--- src/rtl/display_sched_pkg.sv ---
// Shared types and constants for the display scheduler: state encoding,
// display mode constants and message-code helpers.
package display_sched_pkg;

    localparam int unsigned MODE_W  = 4;
    localparam int unsigned INDEX_W = 2;
    localparam int unsigned CODE_W  = 3;

    typedef enum logic [1:0] {
        IDLE    = 2'd0,
        CURSOR  = 2'd1,
        MESSAGE = 2'd2
    } state_t;

    localparam logic [MODE_W-1:0] MODE_CURSOR = 4'b0000;
    localparam logic [MODE_W-1:0] MODE_BLANK  = 4'b1111;
    localparam logic [CODE_W-1:0] MSG_MIN     = 3'd1;
    localparam logic [CODE_W-1:0] MSG_MAX     = 3'd4;

    function automatic logic msg_code_valid(input logic [CODE_W-1:0] code);
        return (code >= MSG_MIN) && (code <= MSG_MAX);
    endfunction

    function automatic logic [MODE_W-1:0] msg_mode(input logic [CODE_W-1:0] code);
        return {1'b0, code};
    endfunction

endpackage

--- src/rtl/display_scheduler_if.sv ---
// Requester/display bus of the display scheduler; master is the game/control
// side, slave is the scheduler itself.
interface display_scheduler_if;
    import display_sched_pkg::*;

    logic               CursorValid;
    logic [INDEX_W-1:0] CursorIndex;
    logic               CursorValue;
    logic               MsgReq;
    logic [CODE_W-1:0]  MsgCode;
    logic               MsgAck;
    logic               MsgDone;
    logic               Busy;
    logic [MODE_W-1:0]  DisplayMode;
    logic [INDEX_W-1:0] DisplayIndex;
    logic               DisplayValue;

    modport master (
        output CursorValid, CursorIndex, CursorValue, MsgReq, MsgCode,
        input  MsgAck, MsgDone, Busy, DisplayMode, DisplayIndex, DisplayValue
    );

    modport slave (
        input  CursorValid, CursorIndex, CursorValue, MsgReq, MsgCode,
        output MsgAck, MsgDone, Busy, DisplayMode, DisplayIndex, DisplayValue
    );

endinterface

--- src/rtl/display_scheduler_tick_prescaler.sv ---
// Dwell-tick prescaler: counts 0..TickDiv-1 while enabled and flags a
// one-cycle tick enable on the last count.
module tick_prescaler #(
    parameter int unsigned TickDiv     = 50000000,
    parameter int unsigned TickDivSize = 26
) (
    input  logic clk,
    input  logic reset,
    input  logic clear,
    input  logic enable,
    output logic tick_c
);

    localparam logic [TickDivSize-1:0] LAST = TickDivSize'(TickDiv - 1);

    logic [TickDivSize-1:0] count;

    assign tick_c = enable && (count == LAST);

    // Wrap on the tick so back-to-back dwell periods stay exactly TickDiv long.
    always_ff @(posedge clk) begin
        if (reset || clear) begin
            count <= '0;
        end else if (enable) begin
            count <= tick_c ? '0 : count + TickDivSize'(1);
        end
    end

endmodule

--- src/rtl/display_scheduler.sv ---
// Display scheduler: arbitrates the 4-digit display between a background
// cursor and timed foreground messages. Optional macro DISPLAY_SCHED_QUEUE_EN
// adds a one-entry pending-message slot.
module display_scheduler
    import display_sched_pkg::*;
#(
    parameter int unsigned TickDiv     = 50000000,
    parameter int unsigned TickDivSize = 26,
    parameter int unsigned DwellTicks  = 4,
    parameter int unsigned DwellSize   = 4
) (
    input  logic               Clk,
    input  logic               Reset,
    display_scheduler_if.slave bus
);

    localparam logic [DwellSize-1:0] DWELL_INIT =
        (DwellTicks == 0) ? DwellSize'(1) : DwellSize'(DwellTicks);

    state_t               state, state_n;
    logic [MODE_W-1:0]    mode_n;
    logic                 ack_n, done_n, busy_n;
    logic [DwellSize-1:0] dwell, dwell_n;
    logic                 load_c, presc_clear_c, tick_c, req_ok_c;

`ifdef DISPLAY_SCHED_QUEUE_EN
    logic              slot_full, slot_full_n;
    logic [CODE_W-1:0] slot_code, slot_code_n;
`endif

    tick_prescaler #(
        .TickDiv     (TickDiv),
        .TickDivSize (TickDivSize)
    ) u_prescaler (
        .clk    (Clk),
        .reset  (Reset),
        .clear  (presc_clear_c),
        .enable (state == MESSAGE),
        .tick_c (tick_c)
    );

    assign req_ok_c = bus.MsgReq && msg_code_valid(bus.MsgCode);

    // Next state and next registered outputs.
    always_comb begin
        state_n = state;
        mode_n  = bus.DisplayMode;
        ack_n   = 1'b0;
        done_n  = 1'b0;
        dwell_n = dwell;
        load_c  = 1'b0;
`ifdef DISPLAY_SCHED_QUEUE_EN
        slot_full_n = slot_full;
        slot_code_n = slot_code;
`endif
        case (state)
            IDLE, CURSOR: begin
                if (req_ok_c) begin
                    state_n = MESSAGE;
                    mode_n  = msg_mode(bus.MsgCode);
                    ack_n   = 1'b1;
                    dwell_n = DWELL_INIT;
                    load_c  = 1'b1;
                end else if (bus.CursorValid) begin
                    state_n = CURSOR;
                    mode_n  = MODE_CURSOR;
                end else begin
                    state_n = IDLE;
                    mode_n  = MODE_BLANK;
                end
            end
            MESSAGE: begin
                if (tick_c) begin
                    if (dwell > DwellSize'(1)) begin
                        dwell_n = dwell - DwellSize'(1);
                    end else begin
                        done_n  = 1'b1;
                        dwell_n = '0;
`ifdef DISPLAY_SCHED_QUEUE_EN
                        if (slot_full) begin
                            mode_n      = msg_mode(slot_code);
                            dwell_n     = DWELL_INIT;
                            load_c      = 1'b1;
                            slot_full_n = 1'b0;
                        end else if (req_ok_c) begin
                            mode_n  = msg_mode(bus.MsgCode);
                            ack_n   = 1'b1;
                            dwell_n = DWELL_INIT;
                            load_c  = 1'b1;
                        end else begin
                            state_n = bus.CursorValid ? CURSOR : IDLE;
                            mode_n  = bus.CursorValid ? MODE_CURSOR : MODE_BLANK;
                        end
`else
                        state_n = bus.CursorValid ? CURSOR : IDLE;
                        mode_n  = bus.CursorValid ? MODE_CURSOR : MODE_BLANK;
`endif
                    end
                end
`ifdef DISPLAY_SCHED_QUEUE_EN
                // Park a new request in the slot unless it was taken directly above.
                if (req_ok_c && !slot_full && !ack_n) begin
                    ack_n       = 1'b1;
                    slot_full_n = 1'b1;
                    slot_code_n = bus.MsgCode;
                end
`endif
            end
            default: begin
                state_n = IDLE;
                mode_n  = MODE_BLANK;
            end
        endcase
        busy_n        = (state_n == MESSAGE);
        presc_clear_c = load_c || (state != MESSAGE);
    end

    // DisplayIndex/DisplayValue double as the cursor shadow, captured every cycle.
    always_ff @(posedge Clk) begin
        if (Reset) begin
            state            <= IDLE;
            dwell            <= '0;
            bus.DisplayMode  <= MODE_BLANK;
            bus.DisplayIndex <= '0;
            bus.DisplayValue <= 1'b0;
            bus.MsgAck       <= 1'b0;
            bus.MsgDone      <= 1'b0;
            bus.Busy         <= 1'b0;
        end else begin
            state            <= state_n;
            dwell            <= dwell_n;
            bus.DisplayMode  <= mode_n;
            bus.DisplayIndex <= bus.CursorIndex;
            bus.DisplayValue <= bus.CursorValue;
            bus.MsgAck       <= ack_n;
            bus.MsgDone      <= done_n;
            bus.Busy         <= busy_n;
        end
    end

`ifdef DISPLAY_SCHED_QUEUE_EN
    always_ff @(posedge Clk) begin
        if (Reset) begin
            slot_full <= 1'b0;
            slot_code <= '0;
        end else begin
            slot_full <= slot_full_n;
            slot_code <= slot_code_n;
        end
    end
`endif

endmodule
--- src/flat_wrapper.sv ---
// flat-port wrapper written by rule: the top's interface ports become plain ports
module display_scheduler_flat import display_sched_pkg::*;
#(
    parameter int unsigned TickDiv     = 50000000,
    parameter int unsigned TickDivSize = 26,
    parameter int unsigned DwellTicks  = 4,
    parameter int unsigned DwellSize   = 4
)
  (Clk, Reset, bus_CursorValid, bus_CursorIndex, bus_CursorValue, bus_MsgReq, bus_MsgCode, bus_MsgAck, bus_MsgDone, bus_Busy, bus_DisplayMode, bus_DisplayIndex, bus_DisplayValue);
  display_scheduler_if bus_i ();
  input  logic Clk;
  input  logic Reset;
  input wire logic [$bits(bus_i.CursorValid)-1:0] bus_CursorValid;
  input wire logic [$bits(bus_i.CursorIndex)-1:0] bus_CursorIndex;
  input wire logic [$bits(bus_i.CursorValue)-1:0] bus_CursorValue;
  input wire logic [$bits(bus_i.MsgReq)-1:0] bus_MsgReq;
  input wire logic [$bits(bus_i.MsgCode)-1:0] bus_MsgCode;
  output wire logic [$bits(bus_i.MsgAck)-1:0] bus_MsgAck;
  output wire logic [$bits(bus_i.MsgDone)-1:0] bus_MsgDone;
  output wire logic [$bits(bus_i.Busy)-1:0] bus_Busy;
  output wire logic [$bits(bus_i.DisplayMode)-1:0] bus_DisplayMode;
  output wire logic [$bits(bus_i.DisplayIndex)-1:0] bus_DisplayIndex;
  output wire logic [$bits(bus_i.DisplayValue)-1:0] bus_DisplayValue;
  assign bus_i.CursorValid = bus_CursorValid;
  assign bus_i.CursorIndex = bus_CursorIndex;
  assign bus_i.CursorValue = bus_CursorValue;
  assign bus_i.MsgReq = bus_MsgReq;
  assign bus_i.MsgCode = bus_MsgCode;
  assign bus_MsgAck = bus_i.MsgAck;
  assign bus_MsgDone = bus_i.MsgDone;
  assign bus_Busy = bus_i.Busy;
  assign bus_DisplayMode = bus_i.DisplayMode;
  assign bus_DisplayIndex = bus_i.DisplayIndex;
  assign bus_DisplayValue = bus_i.DisplayValue;
  display_scheduler #(.TickDiv(TickDiv), .TickDivSize(TickDivSize), .DwellTicks(DwellTicks), .DwellSize(DwellSize)) u_core (.Clk(Clk), .Reset(Reset), .bus(bus_i));
endmodule
--- config.mk ---
export PLATFORM = sky130hd
export DESIGN_NAME = display_scheduler_flat
export DESIGN_NICKNAME = d
export VERILOG_FILES = /design/src/rtl/display_sched_pkg.sv /design/src/rtl/display_scheduler_if.sv /design/src/rtl/display_scheduler_tick_prescaler.sv /design/src/rtl/display_scheduler.sv /design/src/flat_wrapper.sv
export SDC_FILE = /design/constraint.sdc
export NUM_CORES = 1
export LEC_CHECK = 0
export CORE_ASPECT_RATIO = 0.9
export CORE_MARGIN = 10
export CORE_UTILIZATION = 55
export DETAILED_ROUTE_END_ITERATION = 12
export GPL_ROUTABILITY_DRIVEN = 0
export GPL_TIMING_DRIVEN = 0
export PLACE_DENSITY_LB_ADDON = 0.25
export SLEW_MARGIN = 15
export SYNTH_ARGS = -nofsm -noshare
export SYNTH_HDL_FRONTEND = slang
export SYNTH_SLANG_ARGS = --single-unit
--- constraint.sdc ---
create_clock -name Clk -period 2.8 [get_ports Clk]
set_input_delay 0.7 -clock Clk [delete_from_list [all_inputs] [get_ports Clk]]
set_output_delay 0.7 -clock Clk [all_outputs]
set_load 0.02 [all_outputs]
==> flow_summary_export.csv, run 1 <==
group,metric,value,unit
status,status,"completed",
critical_path,start_kind,"input pin",
layout,area_growth,18.1,%
timing,setup-tns-final,0,ns
cts,tritoncts,"yes",
drt,post-route-drc-count,0,
timing,fmax,0.420,GHz
cts,cts_inserted_buffers,5,
global_routing,antenna_found_initial,0,
floorplan,fp.dieW,82.7,um
timing,slew_violations,0,
drt,vias,1592,
floorplan,core,0.00340,mm2
floorplan,die_h,76.4,um
run,maxCapViolations,0,
global_routing,grt_pass1_vias,1487,
critical_path,crit_cells,6,
logic_synthesis,synthCells,216,
global_routing,track_usage,13.0,%
cts,ctsResizeCount,0,
power,leakagePower,0.820,nW
layout,fin_cells,286,
critical_path,cpPeakStageDelay,0.46,ns
placed_design,place_ws,0.124,ns
critical_path,crit_type,"input pin to flop",
critical_path,critPathLaunch,"bus_MsgCode[1]",
timing,timing.final.crit_share,85.1,%
layout,postLayoutCellArea,0.00230,mm2
logic_synthesis,synth_fp_nets,229,
layout,fin_util,67.5,%
floorplan,ios,20,
timing,holdWs,0.472,ns
power,power,1.19,mW
critical_path,cp_max_fo,7,
global_routing,grt-ovfl-total,0,
logic_synthesis,ys_types,41,
drt,drt_pass1_iterations,4,
cts,clockBufferDepth,2,
cts,cts_setup_buffers,0,
timing,rsz0062_at_grt,"no",
placed_design,dpl.cell_count,278,
logic_synthesis,syn_area_per_cell,9.01,um2
critical_path,rrSetupSlack,0.48,ns
logic_synthesis,synth-seq-cells,42,
placed_design,io_buffers,18,
critical_path,crit_path_end_kind,"flop",
floorplan,dieArea,0.00632,mm2
logic_synthesis,synth_area,0.00195,mm2
layout,antennaDiodeCount,0,
global_routing,grt_pass1_wl,6750,um
critical_path,r2r_end,"u_core.u_prescaler.count[22]$_SDFFE_PP0N_",
placed_design,place_hpwl,2890,um
floorplan,initial_utilization,57.2,%
critical_path,worst_ep_arrival_time,2.58,ns
drt,vias_per_cell,5.57,
critical_path,path_cells,"clkdlybuf4s50_1, or3_1, and4b_1, a21oi_1, nor4_1, a31o_2",
timing,fin_worst_skew,0.00752,ns
drt,wl_per_cell,13.8,um
critical_path,endpoint,"u_core.dwell[1]$_SDFFE_PP0P_",
timing,period_minus_slack,2.38,ns
global_routing,grt_max_degree,13,
critical_path,critPathBufInv,1,
timing,tightest_slew,1.14,ns
timing,fin_ws,0.417,ns
layout,drive_gt1_share,7.85,%
drt,final_antenna_net_count,0,
timing,hold_viol,0,
placed_design,post_dp_cell_area,0.00218,mm2
critical_path,r2r_cells,6,
power,p_per_area,517,mW/mm2
cts,cts_max_level,2,
critical_path,critical_path_required,3.00,ns
layout,nets,254,
critical_path,cp_top_family,"simple AND/OR/NAND/NOR gates",
critical_path,reg2reg_from,"u_core.u_prescaler.count[0]$_SDFFE_PP0N_",
critical_path,critPathSlowestCell,"clkdlybuf4s50_1",
drt,drtIter0Drc,77,
logic_synthesis,yosysWarningCount,0,
timing,max-slew-margin-rel,23.5,%
power,ir_worst_vdd,0.346,mV
floorplan,core.rowCount,20,
logic_synthesis,ys_seq_area_share,43.2,%
cts,clockRootBuffer,"clkbuf_8",
cts,clk_pin_slew_worst_paths,0.08,ns
timing,setup_viol,0,
min_path,worstHoldPathType,"flop to flop",
cts,cts.hold.buffers_added,0,
cts,cts_num_sinks,42,
drt,finalWirelength,3960,um
cts,clock_latency,0.30,ns
## state kept, by name (all words and copies together), names as in the netlist
register	flops
u_core.bus.DisplayValue	1
u_core.state	2
u_core.bus.MsgAck	1
u_core.bus.MsgDone	1
u_core.dwell	4
u_core.bus.Busy	1
u_core.bus.DisplayIndex	2
u_core.bus.DisplayMode	4
u_core.u_prescaler.count	26
## cell families after synthesis
group                      after synthesis  synth area share [%]
buffers and inverters                   14                  4.05
adders and majority gates                3                  1.93
AOI/OAI and AO/OA                       24                  8.10
xor gates and xnor gates                24                  10.8
DFF                                     42                  43.2
and+or+nand+nor                        105                  29.9
muxes                                    4                  2.06
## cells in the mapped netlist, drive strengths merged
cell type,instances,area (um2)
nand2,10,37.5
xor2,19,166
and2,1,8.76
or3,4,31.3
o22a,1,8.76
buf,4,41.3
o21ai,5,25.0
nor4bb,1,10.0
a21o,1,7.51
and4,4,35.0
or4,1,11.3
and4b,2,20.0
and3,6,38.8
o21bai,2,15.0
nor2,33,124
xnor2,5,43.8
a211o,2,17.5
a21oi,8,40.0
nand3,13,65.1
ha,3,37.5
nand3b,2,15.0
nand4b,2,17.5
dfxtp,42,841
clkbuf,3,11.3
a31o,1,8.76
inv,7,26.3
nor4,4,25.0
nand4bb,1,11.3
nor4b,2,17.5
nor3,4,20.0
nand4,9,56.3
o211a,1,10.0
o21a,2,15.0
a311o,1,10.0
or2,1,6.26
mux2i,4,40.0
nor2b,5,31.3
## where the power goes
part,switching [mW],internal [mW],total (mW)
registers,0.00787,0.612,0.620
clock network,0.201,0.249,0.450
logic,0.0603,0.0585,0.119
## cells in the final DEF, fill, tap and decap left out, types with 7 or more instances in the layout
| master | n |
|---|---|
| dfxtp_1 | 42 |
| nand4_1 | 9 |
| inv_1 | 7 |
| clkdlybuf4s50_1 | 18 |
| clkbuf_8 | 8 |
| nand3_1 | 13 |
| nor2_1 | 33 |
| a21oi_1 | 8 |
| nand2_1 | 10 |
| xor2_1 | 19 |
## final cells by class
| type | count | area [um2] |
|---|---|---|
| buffer | 7 | 52.6 |
| clock buffer | 8 | 110 |
| fill | 299 | 1100 |
| inverter | 7 | 26.3 |
| multi-input combinational | 160 | 1030 |
| sequential | 42 | 841 |
| tap | 44 | 55.1 |
| timing repair buffer | 18 | 180 |
## worst register-to-register path, cell delays in order (launching register included)
cell and delay [ns]:
dfxtp_1 0.38, ha_1 0.25, nand3_1 0.12, nor4_1 0.98, nand4_1 0.22, xor2_1 0.20
nor2_1 0.05
## worst min path at each step
stage,from,endpoint,depth (start not counted)
after global placement,u_core.u_prescaler.count[0]$_SDFFE_PP0N_,u_core.u_prescaler.count[0]$_SDFFE_PP0N_,1
after CTS,u_core.bus.DisplayMode[0]$_SDFFE_PP1P_,u_core.bus.DisplayMode[0]$_SDFFE_PP1P_,1
final,u_core.u_prescaler.count[0]$_SDFFE_PP0N_,u_core.u_prescaler.count[0]$_SDFFE_PP0N_,1
after detailed placement,u_core.bus.DisplayMode[0]$_SDFFE_PP1P_,u_core.bus.DisplayMode[0]$_SDFFE_PP1P_,1
after global routing,u_core.u_prescaler.count[0]$_SDFFE_PP0N_,u_core.u_prescaler.count[0]$_SDFFE_PP0N_,1
after floorplan,u_core.u_prescaler.count[0]$_SDFFE_PP0N_,u_core.u_prescaler.count[0]$_SDFFE_PP0N_,1
## routing by layer
layer	GRT usage, %	vias up	routed length, um	part of all wire (%)
met3	5.07	6	247	6.2
met5	0	-	0	0
met1	16.1	738	1840	47
li1	-	819	-	-
met2	20.1	29	1820	46
met4	3.85	0	40	1.0
No activity file was read; power rests on OpenSTA's default activity.
==> run 2, diff against run 1 <==
Settings changed: SKIP_LAST_GASP set to 1.
==> results of run 2 <==
No change in the layout: final DEF, timing and power equal those of run 1.
